## src/rtl/pin_pattern_rx.sv

```systemverilog
// pin_pattern_rx
// Receives the slow LSB-first blink pattern from a remote pattern-blink block,
// recovers the bit timing from the pin edges and presents each complete frame
// (terminated by GAP_BITS zero bits) as a parallel word.
//
// Optional build macro: PIN_PATTERN_RX_GLITCH_FILTER_EN
//   defined   -> 3-sample majority filter after the synchronizer (4-cycle input
//                latency, single-cycle glitches ignored)
//   undefined -> raw 2-flop synchronizer output (2-cycle input latency)

module pin_pattern_rx #(
  parameter int BIT_CLKS = 2097152,  // clocks per bit, even and >= 8
  parameter int GAP_BITS = 5         // zero bits that terminate a frame
) (
  input  logic        CLK,
  input  logic        RESET_N,
  input  logic        PIN_IN,
  output logic [31:0] WORD,
  output logic [5:0]  WORD_LEN,
  output logic        WORD_VALID,
  output logic        ERR,
  output logic        LED
);

  localparam int GAP_CLKS = GAP_BITS * BIT_CLKS;
  localparam int TMR_W    = $clog2(GAP_CLKS + 1);
  localparam int ZR_W     = $clog2(GAP_BITS + 1);

  localparam logic [TMR_W-1:0] GAP_LIM  = TMR_W'(GAP_CLKS);
  localparam logic [TMR_W-1:0] HALF_LD  = TMR_W'(BIT_CLKS / 2 - 1);
  localparam logic [TMR_W-1:0] BIT_LD   = TMR_W'(BIT_CLKS - 1);
  localparam logic [ZR_W-1:0]  ZR_LAST  = ZR_W'(GAP_BITS - 1);

  typedef enum logic [1:0] {
    S_ARM,   // waiting for a full idle gap before trusting any edge
    S_HUNT,  // gap seen, waiting for the frame's first rising edge
    S_RX     // receiving bits
  } state_t;

  // ---------------------------------------------------------------------------
  // Input conditioning
  // ---------------------------------------------------------------------------
  logic [1:0] sync_q;
  logic       s_in;
  logic       s_prev_q;

  // Two-flop synchronizer for the asynchronous pin.
  // NOTE: every asynchronous-reset register here uses non-blocking assignment so
  // all flops sample the same pre-edge values regardless of statement order.
  always_ff @(posedge CLK or negedge RESET_N) begin
    if (!RESET_N) sync_q <= '0;
    else          sync_q <= {sync_q[0], PIN_IN};
  end

`ifdef PIN_PATTERN_RX_GLITCH_FILTER_EN
  logic [1:0] hist_q;
  logic       filt_q;

  // Majority of the last three synchronized samples; a lone one-cycle pulse
  // never forms a majority and so never reaches the edge detector.
  always_ff @(posedge CLK or negedge RESET_N) begin
    if (!RESET_N) begin
      hist_q <= '0;
      filt_q <= 1'b0;
    end else begin
      hist_q <= {hist_q[0], sync_q[1]};
      filt_q <= (sync_q[1] & hist_q[0]) | (sync_q[1] & hist_q[1]) |
                (hist_q[0] & hist_q[1]);
    end
  end

  assign s_in = filt_q;
`else
  assign s_in = sync_q[1];
`endif

  // Previous conditioned level, for edge detection.
  always_ff @(posedge CLK or negedge RESET_N) begin
    if (!RESET_N) s_prev_q <= 1'b0;
    else          s_prev_q <= s_in;
  end

  logic s_rise;
  logic s_edge;
  assign s_rise = s_in & ~s_prev_q;
  assign s_edge = s_in ^ s_prev_q;

  assign LED = s_in;

  // ---------------------------------------------------------------------------
  // Receive FSM and datapath
  // ---------------------------------------------------------------------------
  state_t            state_q, state_d;
  logic [TMR_W-1:0]  timer_q, timer_d;       // ARM: low-run count; RX: bit timer
  logic [5:0]        bit_idx_q, bit_idx_d;
  logic [ZR_W-1:0]   zero_run_q, zero_run_d;
  logic [4:0]        last_one_q, last_one_d;
  logic [31:0]       shift_q, shift_d;
  logic [31:0]       word_d;
  logic [5:0]        len_d;
  logic              valid_d;
  logic              err_d;
  logic [31:0]       keep_mask;

  // Bits 0..last_one of the shift register belong to the frame.
  assign keep_mask = 32'hFFFF_FFFF >> (5'd31 - last_one_q);

  // State and datapath registers.
  always_ff @(posedge CLK or negedge RESET_N) begin
    if (!RESET_N) begin
      state_q    <= S_ARM;
      timer_q    <= '0;
      bit_idx_q  <= '0;
      zero_run_q <= '0;
      last_one_q <= '0;
      shift_q    <= '0;
      WORD       <= '0;
      WORD_LEN   <= '0;
      WORD_VALID <= 1'b0;
      ERR        <= 1'b0;
    end else begin
      state_q    <= state_d;
      timer_q    <= timer_d;
      bit_idx_q  <= bit_idx_d;
      zero_run_q <= zero_run_d;
      last_one_q <= last_one_d;
      shift_q    <= shift_d;
      WORD       <= word_d;
      WORD_LEN   <= len_d;
      WORD_VALID <= valid_d;
      ERR        <= err_d;
    end
  end

  // Next-state, bit timing, sampling and frame completion.
  always_comb begin
    // NOTE: every variable gets a default before the case so no path leaves a
    // value unassigned, which would otherwise infer a latch.
    state_d    = state_q;
    timer_d    = timer_q;
    bit_idx_d  = bit_idx_q;
    zero_run_d = zero_run_q;
    last_one_d = last_one_q;
    shift_d    = shift_q;
    word_d     = WORD;
    len_d      = WORD_LEN;
    valid_d    = 1'b0;
    err_d      = 1'b0;

    case (state_q)
      S_ARM: begin
        // Count a continuous low run; the count stops at the limit.
        if (s_in) begin
          timer_d = '0;
        end else if (timer_q == GAP_LIM) begin
          state_d = S_HUNT;
        end else begin
          timer_d = timer_q + TMR_W'(1);
        end
      end

      S_HUNT: begin
        if (s_rise) begin
          state_d    = S_RX;
          timer_d    = HALF_LD;
          bit_idx_d  = '0;
          zero_run_d = '0;
          last_one_d = '0;
        end
      end

      S_RX: begin
        if (timer_q == '0) begin
          // Mid-bit sample.
          shift_d[bit_idx_q[4:0]] = s_in;
          bit_idx_d = bit_idx_q + 6'd1;
          timer_d   = BIT_LD;
          if (s_in) begin
            zero_run_d = '0;
            last_one_d = bit_idx_q[4:0];
          end else begin
            zero_run_d = zero_run_q + ZR_W'(1);
          end

          // Gap termination takes priority over overflow on the 32nd sample.
          if (!s_in && (zero_run_q == ZR_LAST)) begin
            word_d  = shift_q & keep_mask;
            len_d   = {1'b0, last_one_q} + 6'd1;
            valid_d = 1'b1;
            shift_d = '0;
            state_d = S_HUNT;
          end else if (bit_idx_q == 6'd31) begin
            err_d   = 1'b1;
            shift_d = '0;
            timer_d = '0;
            state_d = S_ARM;
          end
        end else if (s_edge) begin
          // Re-centre on the transmitter's bit boundary; no sample here.
          timer_d = HALF_LD;
        end else begin
          timer_d = timer_q - TMR_W'(1);
        end
      end

      default: begin
        state_d = S_ARM;
        timer_d = '0;
      end
    endcase
  end

endmodule

```

## config.mk

```make
export PLATFORM = sky130hd
export DESIGN_NAME = pin_pattern_rx
export DESIGN_NICKNAME = d
export VERILOG_FILES = /design/src/rtl/pin_pattern_rx.sv
export SDC_FILE = /design/constraint.sdc
export NUM_CORES = 1
export LEC_CHECK = 0
export BUFFER_PORTS_ARGS = -buffer_cell sky130_fd_sc_hd__buf_2
export CAP_MARGIN = 0
export CORE_UTILIZATION = 55
export CTS_CLUSTER_DIAMETER = 200
export DETAILED_ROUTE_END_ITERATION = 10
export GPL_TIMING_DRIVEN = 0
export PLACE_DENSITY = 0.7
export SLEW_MARGIN = 20
export SYNTH_ARGS = -nofsm -noshare
export SYNTH_HDL_FRONTEND = slang
export SYNTH_SLANG_ARGS = --single-unit
export TNS_END_PERCENT = 5
```

## constraint.sdc

```tcl
create_clock -name CLK -period 4.2 [get_ports CLK]
set_input_delay 0.84 -clock CLK [delete_from_list [all_inputs] [get_ports CLK]]
set_output_delay 0.84 -clock CLK [all_outputs]
set_load 0.03 [all_outputs]
```

=== After elaboration in Yosys (flattened, before gate mapping) ===
Cells that the tools add are included.

* Equality and inequality tests: 12
* Add/sub/neg operators: 6
* Bitwise operators: 4
* Magnitude comparators: 2
* Divide/modulo/power cells: 0
* Shifts and indexed selects: 1
* Reduce and logical (&&, ||, !) cells: 12
* Multipliers: 0
* Muxes and demuxes: 38

{| class="wikitable"
|+ Operators with widths
! kind !! number
|-
| $mux 24 || 5
|-
| $pmux 24 s3 || 1
|-
| $mux 32 || 2
|-
| $mux 21 || 2
|-
| $and 32x32->32 || 1
|-
| $bwmux 32 || 1
|-
| $shr 32x5->32 const A || 1
|-
| $add 24x1->24 const B || 1
|-
| $eq 24x24->1 const B || 1
|-
| $logic_not 24->1 || 1
|-
| $sub 24x1->24 const B || 1
|-
| $mux 5 || 3
|-
| $mux 2 || 6
|-
| $mux 6 || 2
|-
| $pmux 6 s2 || 1
|-
| $ne 2x2->1 const B || 5
|-
| $pmux 5 s2 || 1
|-
| $mux 3 || 3
|-
| $mux 1 || 8
|-
| $add 5x1->6 const B || 1
|-
| $add 6x1->6 const B || 1
|-
| $eq 6x5->1 const B || 1
|-
| $lt 5x6->1 const B || 1
|-
| $ne 3x3->1 const B || 2
|-
| other kinds (20) || 23
|}

* ROM bits: 0
* Input bits: 3
* Memories kept: 0
* Bits in registers: 115
* Memory bits (writable): 0
* Bits in latches: 0
* Output and inout bits: 41
* Word-level logic and storage cells: 87

=== Depth between registers and ports, before layout ===
Gate-level depths: netlist of the first run.

* Depth in word-level cells: 7
* Gate-level depth with buffers: 11

=== Least setup slack after synthesis of the first run ===
OpenSTA, ideal clock, no wires.

* Path type: register to register
* Start: register timer_q[13]
* End: register timer_q[2]
* Slack: 1.448 ns
* Arrival: 2.621 ns
* Required time: 4.069 ns
* Stages on the path, launching flop included: 10
* Path through: dfrtp_1 > buf_6 > or4_1 > buf_2 > or4_4 > nor4_4 > nor2_2 > buf_6 > a2111oi_4 > nor3_1

* Word-level cells in the longest chain between the ends: 3

{| class="wikitable"
|+ RTL lines
! item !! RTL line !! RTL
|-
| start: declaration || 94 || <nowiki>logic [TMR_W-1:0] timer_q, timer_d;</nowiki>
|-
| start signal: assignment || 123 || <nowiki>timer_q <= timer_d;</nowiki>
|-
| $eq 24x24->1 or $logic_not 24->1 (tied branches) || 155, 173 ||
|-
| $ne 3x3->1 (no source line) or $mux 24 (tied branches) || - ||
|-
| $reduce_and 2->1 (no source line) or $pmux 24 s3 (tied branches) || - ||
|}

Parallel ways exist; a longest one is shown, timed or not.
A chain may end at the register's enable or synchronous reset.

=== Worst setup path after layout of the first run ===
* Start: register timer_q[5]
* End: register timer_q[10]

* Word-level cells in the longest chain between the ends: 4

{| class="wikitable"
|+ RTL lines
! item !! RTL line !! RTL
|-
| $sub 24x1->24 or $add 24x1->24 (tied branches) || 202, 158 ||
|-
| $mux 24, on equally long branches || 198, 155 ||
|-
| $mux 24, on equally long branches || 173, 153 ||
|-
| $pmux 24 s3 || 150 || <nowiki>case (state_q)</nowiki>
|}

Parallel ways exist; a longest one is shown, timed or not. The select of a mux whose other input is x is not followed.

==> results of run 1 <==
-- cell usage in the layout (no fill, tap or decap), types with 5 or more instances in the layout --
cell	count
clkinv_2	5
a211oi_1	7
clkbuf_16	17
buf_6	5
nor2_1	56
and4_1	5
or4_1	5
o21ai_1	16
xor2_1	12
o211ai_1	5
or3_1	12
nand4_1	9
nor3_1	28
o2111ai_1	8
dfrtp_1	115
and3_1	9
buf_2	47
nand2_1	104
ha_1	13
xnor2_1	11
nor4_1	8
inv_1	21
o21ai_0	101
or2_2	6
a31oi_1	8
a32oi_1	5
clkbuf_1	52
a21o_1	8
nand3_1	41
a21oi_1	51
-- flip-flops by register name, indices dropped and copies added, names as in the netlist, 2 cells and up --
| name | flops |
|---|---|
| bit_idx_q | 6 |
| timer_q | 24 |
| sync_q | 2 |
| state_q | 2 |
| last_one_q | 5 |
| WORD_LEN | 6 |
| shift_q | 32 |
| WORD | 32 |
| zero_run_q | 3 |
-- power groups by stage --
| stage | Clock, mW | Sequential (mW) | Combinational, mW |
|---|---|---|---|
| final | 1.49 | 1.12 | 0.153 |
| after detailed placement | 0 | 1.14 | 0.150 |
| after global routing | 1.56 | 1.12 | 0.168 |
| after floorplan | 0 | 1.14 | 0.0898 |
| after global placement | 0 | 1.14 | 0.144 |
| after CTS | 1.50 | 1.12 | 0.151 |
-- stage by stage --
stage | worst slack (ns) | util, % | std cells
2_1_floorplan | 1.45 | - | 785
3_3_place_gp | 0.931 | 60.7 | 971
3_5_place_dp | 1.03 | 61.0 | 972
4_1_cts | 1.01 | 66.2 | 1003
5_1_grt | 0.699 | 66.2 | 1003
6_report | 0.937 | 66.2 | 1003
-- worst max-delay path by stage --
stage / start / endpoint / slack [ns] / cells past startpoint
2_1_floorplan: timer_q[13] / timer_q[2] / 1.45 / 9
3_3_place_gp: RESET_N / timer_q[14] / 0.93 / 1
6_report: timer_q[5] / timer_q[10] / 0.94 / 8
5_1_grt: timer_q[5] / timer_q[10] / 0.70 / 8
3_5_place_dp: timer_q[5] / timer_q[10] / 1.03 / 8
4_1_cts: timer_q[5] / timer_q[10] / 1.01 / 8
-- synth_stat cells, types with 12 or more instances --
library cell	number	share of area (%)
dfrtp_1	115	43
nand2_1	104	5.9
o21ai_0	101	7.6
nor2_1	56	3.2
a21oi_1	51	3.9
clkbuf_1	50	2.8
nand3_1	41	3.1
nor3_1	28	2.1
inv_1	21	1.2
o21ai_1	16	1.2
ha_1	13	2.5
or3_1	12	1.1
xor2_1	12	1.6
-- final cells by class --
type                    count  area (µm²)  area share [%]
flip-flops and latches    115        2880            37.6
repair buffers             44         249            3.25
multi-input cells         584        3380            44.1
inverters                  21        78.8            1.03
plain buffers              65         288            3.76
clock buffers              20         447            5.83
clock inverters            11         160            2.09
well taps                 143         179            2.34
-- per-layer routing --
layer  wire, µm  global-route usage (%)
met4       1270                    23.1
met2       9680                    55.1
met5          0                       0
met3       1370                    6.86
met1       7650                    39.6
-- critical path: stages (launching register included) --
cell and delay [ns]:
dfrtp_1 0.35, clkbuf_1 0.17, or4_1 0.64, nor3_1 0.65
a41oi_1 0.31, or2_1 0.28, clkbuf_1 0.22, buf_2 0.29
o22a_1 0.23
-- kinds of logic (layout without fill, tap and decap cells) --
kind of cell | count (synthesis) | in the layout
multiplexers | 3 | 3
adder cells (fa/ha/maj) | 13 | 13
buffers and inverters | 86 | 161
AO/OA/AOI/OAI | 237 | 237
flip-flops | 115 | 115
AND/OR/NAND/NOR | 308 | 308
XOR/XNOR | 23 | 23
==> run_results.csv, run 1 <==
group,metric,value,unit
status,status,"finished with violations",
status,violations,"design-rule violations",
place,numPortBuffers,43,
routing,drc_errors,8,
hold_path,min_path_type,"reg -> reg",
clock_tree,cts_resized,0,
synthesis,yosys.area_share.adder,2.46,%
clock_tree,hold_buffers,0,
sta,period_minus_slack,3.26,ns
place,placedInstanceArea,7050,µm²
routing,dr_total_vias,6340,
worst_setup_path,critPathCaptureType,"flip-flop",
synthesis,syn_nets,801,
worst_setup_path,crit_path_max_fanout,10,
synthesis,synth.distinct_cells,63,
layout,final_area,7660,µm²
routing,wl_per_cell,19.9,µm
synthesis,syn_avg_cell_area,8.44,µm²
power,power,2.76,mW
worst_setup_path,startpoint_type,"flip-flop",
sta,timing.hold.ws,0.347,ns
power,pwr-share-comb,5.6,%
clock_tree,clk_latency,0.42,ns
layout,area_delta_synth_final,15.6,%
sta,fin_skew,0.0107,ns
power,clkPwrFrac,54.0,%
worst_setup_path,r2r-start,"timer_q[5]",
synthesis,synth_mux_area_share,0.472,%
worst_setup_path,r2r.worst_path.cells,8,
worst_setup_path,cp.required,4.50,ns
clock_tree,cts_setup_buffers,0,
clock_tree,path_clk_slew,0.05,ns
floorplanning,die_h,112,µm
hold_path,min_from,"sync_q[0]",
sta,finalHoldViolCount,0,
floorplanning,io_pins,44,
sta,setup_viol,0,
synthesis,synth_seq_area_share,43.4,%
sta,clock.fmax,306,MHz
clock_tree,clockRootBuffer,"clkbuf_16",
place,globalplace.congestion,0.953,
sta,max_slew.worst_pin.slew,0.922,ns
global_route,grt_pass1_wl,31900,µm
power,ir_drop,0.000189,V
routing,first_pass_iters,10,
routing,via_per_inst,6.32,
power,p_switching,612,µW
worst_setup_path,r2r_setup_slack,0.94,ns
synthesis,synthCells,785,
synthesis,async_flop_share,100,%
floorplanning,die_w,112,µm
floorplanning,die_area,12500,µm²
layout,n_fill_cell,969,
synthesis,syn_area,6620,µm²
routing,ant_nets,0,
run,max-cap-violations,0,
sta,slew_violations,0,
worst_setup_path,rr_endpoint,"timer_q[10]",
synthesis,synthSimpleGateAreaFrac,23.1,%
hold_path,hold-path-cell-count,0,
synthesis,synth_xor_area_share,3.04,%
worst_setup_path,crit_arrival,3.57,ns
power,seq_power_share,40.5,%
hold_path,hold_end,"sync_q[1]",
worst_setup_path,crit_type,"reg -> reg",
synthesis,synth-seq-cells,115,
global_route,overflow,0,
global_route,grt_start_max_net_pins,62,
sta,maxSlewHeadroom,38.0,%
layout,final_net_count,864,
sta,rsz0062_at_grt,"no",
place,dp_hpwl,14200,µm
synthesis,synth_compound_area_share,21.9,%
power,swShare,22.1,%
clock_tree,numCtsBuffers,17,
layout,num_antenna_cells,0,
sta,period_share,77.7,%
power,power.internal,2.15,mW
clock_tree,htreeDepth,4,
routing,drt_iter0_drc,548,
layout,drive_gt1_share,12.1,%
global_route,grt_usage,33.5,%
clock_tree,clock_path_buffers,2,
synthesis,synth_top_family_by_area,"simple AND/OR/NAND/NOR gates",
power,p_per_area,361,nW/µm²
power,p_leak,3.55,nW
floorplanning,start_util,57.3,%
clock_tree,clkSinkCount,115,
sta,setup_total_negative_slack,0,ns
global_route,grt_pass1_vias,6153,
routing,drt-total-wl,20000,µm
synthesis,synth_edf_count,0,
floorplanning,core,11600,µm²
global_route,antenna_found_initial,0,
synthesis,yosys_warnings,0,
synthesis,synth_top_flop_cell,"dfrtp_1",
clock_tree,tritoncts,"built",
floorplanning,num_rows,39,
Note: power is estimated with default switching activity, not from simulation.
==> run 2, diff against run 1 <==
==> constraint.sdc (replaced) <==
create_clock -name CLK -period 3.14 [get_ports CLK]
set_input_delay 0.628 -clock CLK [delete_from_list [all_inputs] [get_ports CLK]]
set_output_delay 0.628 -clock CLK [all_outputs]
set_load 0.03 [all_outputs]
==> run_results.csv, run 2 (synthesis gave the netlist of run 1 again) <==
group,metric,value,unit
layout,area_delta_synth_final,16.2,%
sta,setup_viol,0,
sta,finalHoldViolCount,0,
floorplanning,die_w,112,µm
layout,final_net_count,864,
worst_setup_path,startpoint_type,"flip-flop",
layout,num_antenna_cells,0,
floorplanning,start_util,57.3,%
layout,fin_util,66.5,%
power,p_leak,3.56,nW
run,max-cap-violations,0,
worst_setup_path,slowest_delay,0.54,ns
clock_tree,clock_path_buffers,2,
layout,final_cell_mix,"115 x dfrtp_1, 104 x nand2_1, 100 x o21ai_0",
floorplanning,num_rows,39,
worst_setup_path,crit_arrival,3.35,ns
routing,via_per_inst,6.35,
sta,rsz0062_at_grt,"yes",
routing,drt_iter0_drc,546,
worst_setup_path,worstPathCellList,"buf_6 > or4_1 > buf_2 > nor4_4 > nand3_1 > clkbuf_1 > clkbuf_1 > o21ai_0 > o21ai_0",
sta,clock.fmax,325,MHz
clock_tree,clockRootBuffer,"clkbuf_16",
status,violations,"design-rule violations",
global_route,overflow,0,
routing,ant_nets,0,
place,dp.cells,972,
worst_setup_path,r2r-start,"timer_q[13]",
routing,wl_per_cell,19.9,µm
worst_setup_path,critPathCaptureType,"flip-flop",
worst_setup_path,endpoint,"shift_q[27]",
clock_tree,path_clk_slew,0.05,ns
layout,stdcell_count,1003,
clock_tree,numCtsBuffers,17,
layout,layout_commonest_cell,"dfrtp_1",
worst_setup_path,r2r.worst_path.cells,9,
clock_tree,tritoncts,"built",
worst_setup_path,r2r_setup_slack,0.06,ns
layout,drive_gt1_share,12.8,%
global_route,antenna_found_initial,0,
sta,setup_total_negative_slack,0,ns
power,ir_drop,0.000251,V
worst_setup_path,cp.required,3.41,ns
place,globalplace.congestion,0.953,
floorplanning,io_pins,44,
layout,n_fill_cell,969,
clock_tree,cts_setup_buffers,0,
sta,period_share,98.1,%
routing,first_pass_iters,10,
floorplanning,core,11600,µm²
sta,maxSlewHeadroom,53.5,%
sta,max_slew.worst_pin.slew,0.696,ns
floorplanning,die_area,12500,µm²
global_route,grt_pass1_vias,6150,
place,numPortBuffers,43,
worst_setup_path,crit_type,"reg -> reg",
routing,drc_errors,8,
layout,largestRegisters,"WORD x32, shift_q x32, timer_q x24",
clock_tree,hold_buffers,0,
layout,final_area,7690,µm²
sta,fin_skew,0.0119,ns
sta,slew_violations,0,
hold_path,min_path_type,"in -> async",
global_route,grt_usage,33.5,%
sta,period_minus_slack,3.08,ns
routing,dr_total_vias,6373,
status,status,"finished with violations",
place,dp_hpwl,14200,µm
sta,timing.hold.ws,0.170,ns
worst_setup_path,rr_endpoint,"shift_q[27]",
worst_setup_path,timing.critical_path.buf_inv,4,
global_route,grt_start_max_net_pins,62,
floorplanning,die_h,112,µm
worst_setup_path,crit_family,"simple AND/OR/NAND/NOR gates",
clock_tree,clkSinkCount,115,
clock_tree,clk_latency,0.42,ns
worst_setup_path,crit_path_max_fanout,10,
worst_setup_path,slowest_stage,"nor4_4",
worst_setup_path,path_depth,9,
power,p_per_area,480,nW/µm²
global_route,grt_pass1_wl,31900,µm
clock_tree,htreeDepth,4,
worst_setup_path,cp-startpoint,"timer_q[13]",
place,placedInstanceArea,7050,µm²
routing,drt-total-wl,20000,µm
-- run 2: metrics by stage --
stage               worst slack, ns  total power, mW
CTS                          0.0130             3.71
global placement            -0.0366             1.71
detailed placement          -0.0311             1.72
global route                -0.0758             3.81
finish                       0.0602             3.69
floorplan                     0.388             1.64
-- run 2: what timing repair did --
item	4_1_cts	5_1_grt
endpoints found under the setup margin	3	69
gates cloned	0	0
pin swaps	0	2
resized for setup	1	9
-- run 2: power by group --
part	internal, mW	total, mW	switching (mW)
logic	0.0581	0.208	0.150
registers	1.49	1.50	0.00756
clock network	1.33	1.99	0.657
total	2.88	3.69	0.815
-- run 2: worst reg2reg max path: cells and delay by family, from the launching register on --
family / cells / cell delay (ns)
AOI/OAI and AO/OA: 2 / 0.37
DFF: 1 / 0.37
buffers and inverters: 4 / 0.97
and+or+nand+nor: 3 / 1.25
-- run 2: area by class of cell --
class | count | area [µm²] | share of cell area (%)
multi-input combinational | 584 | 3410 | 44.3
clock buffer | 20 | 447 | 5.81
sequential | 115 | 2880 | 37.4
clock inverter | 11 | 160 | 2.08
buffer | 65 | 292 | 3.79
tap | 143 | 179 | 2.33
timing repair buffer | 44 | 249 | 3.24
inverter | 21 | 78.8 | 1.02
-- run 2: metal layers --
metal  global-route usage, %  part of all wire, %  vias up  routed length [µm]
met5                       0                    0        -                   0
met4                    23.1                  6.6        0                1320
met3                    6.86                  7.2       93                1430
met2                    55.1                   48      327                9670
met1                    39.6                   38     3011                7580
li1                        -                    -     2942                   -
-- run 2: worst min path at each step --
| stage | endpoint | slack [ns] | depth (start not counted) |
|---|---|---|---|
| after floorplan | ERR | 0.33 | 0 |
| after global placement | sync_q[1] | 0.33 | 0 |
| after detailed placement | sync_q[1] | 0.34 | 0 |
| after CTS | WORD[6] | 0.19 | 1 |
| after global routing | WORD[6] | 0.22 | 1 |
| final | WORD[6] | 0.17 | 1 |
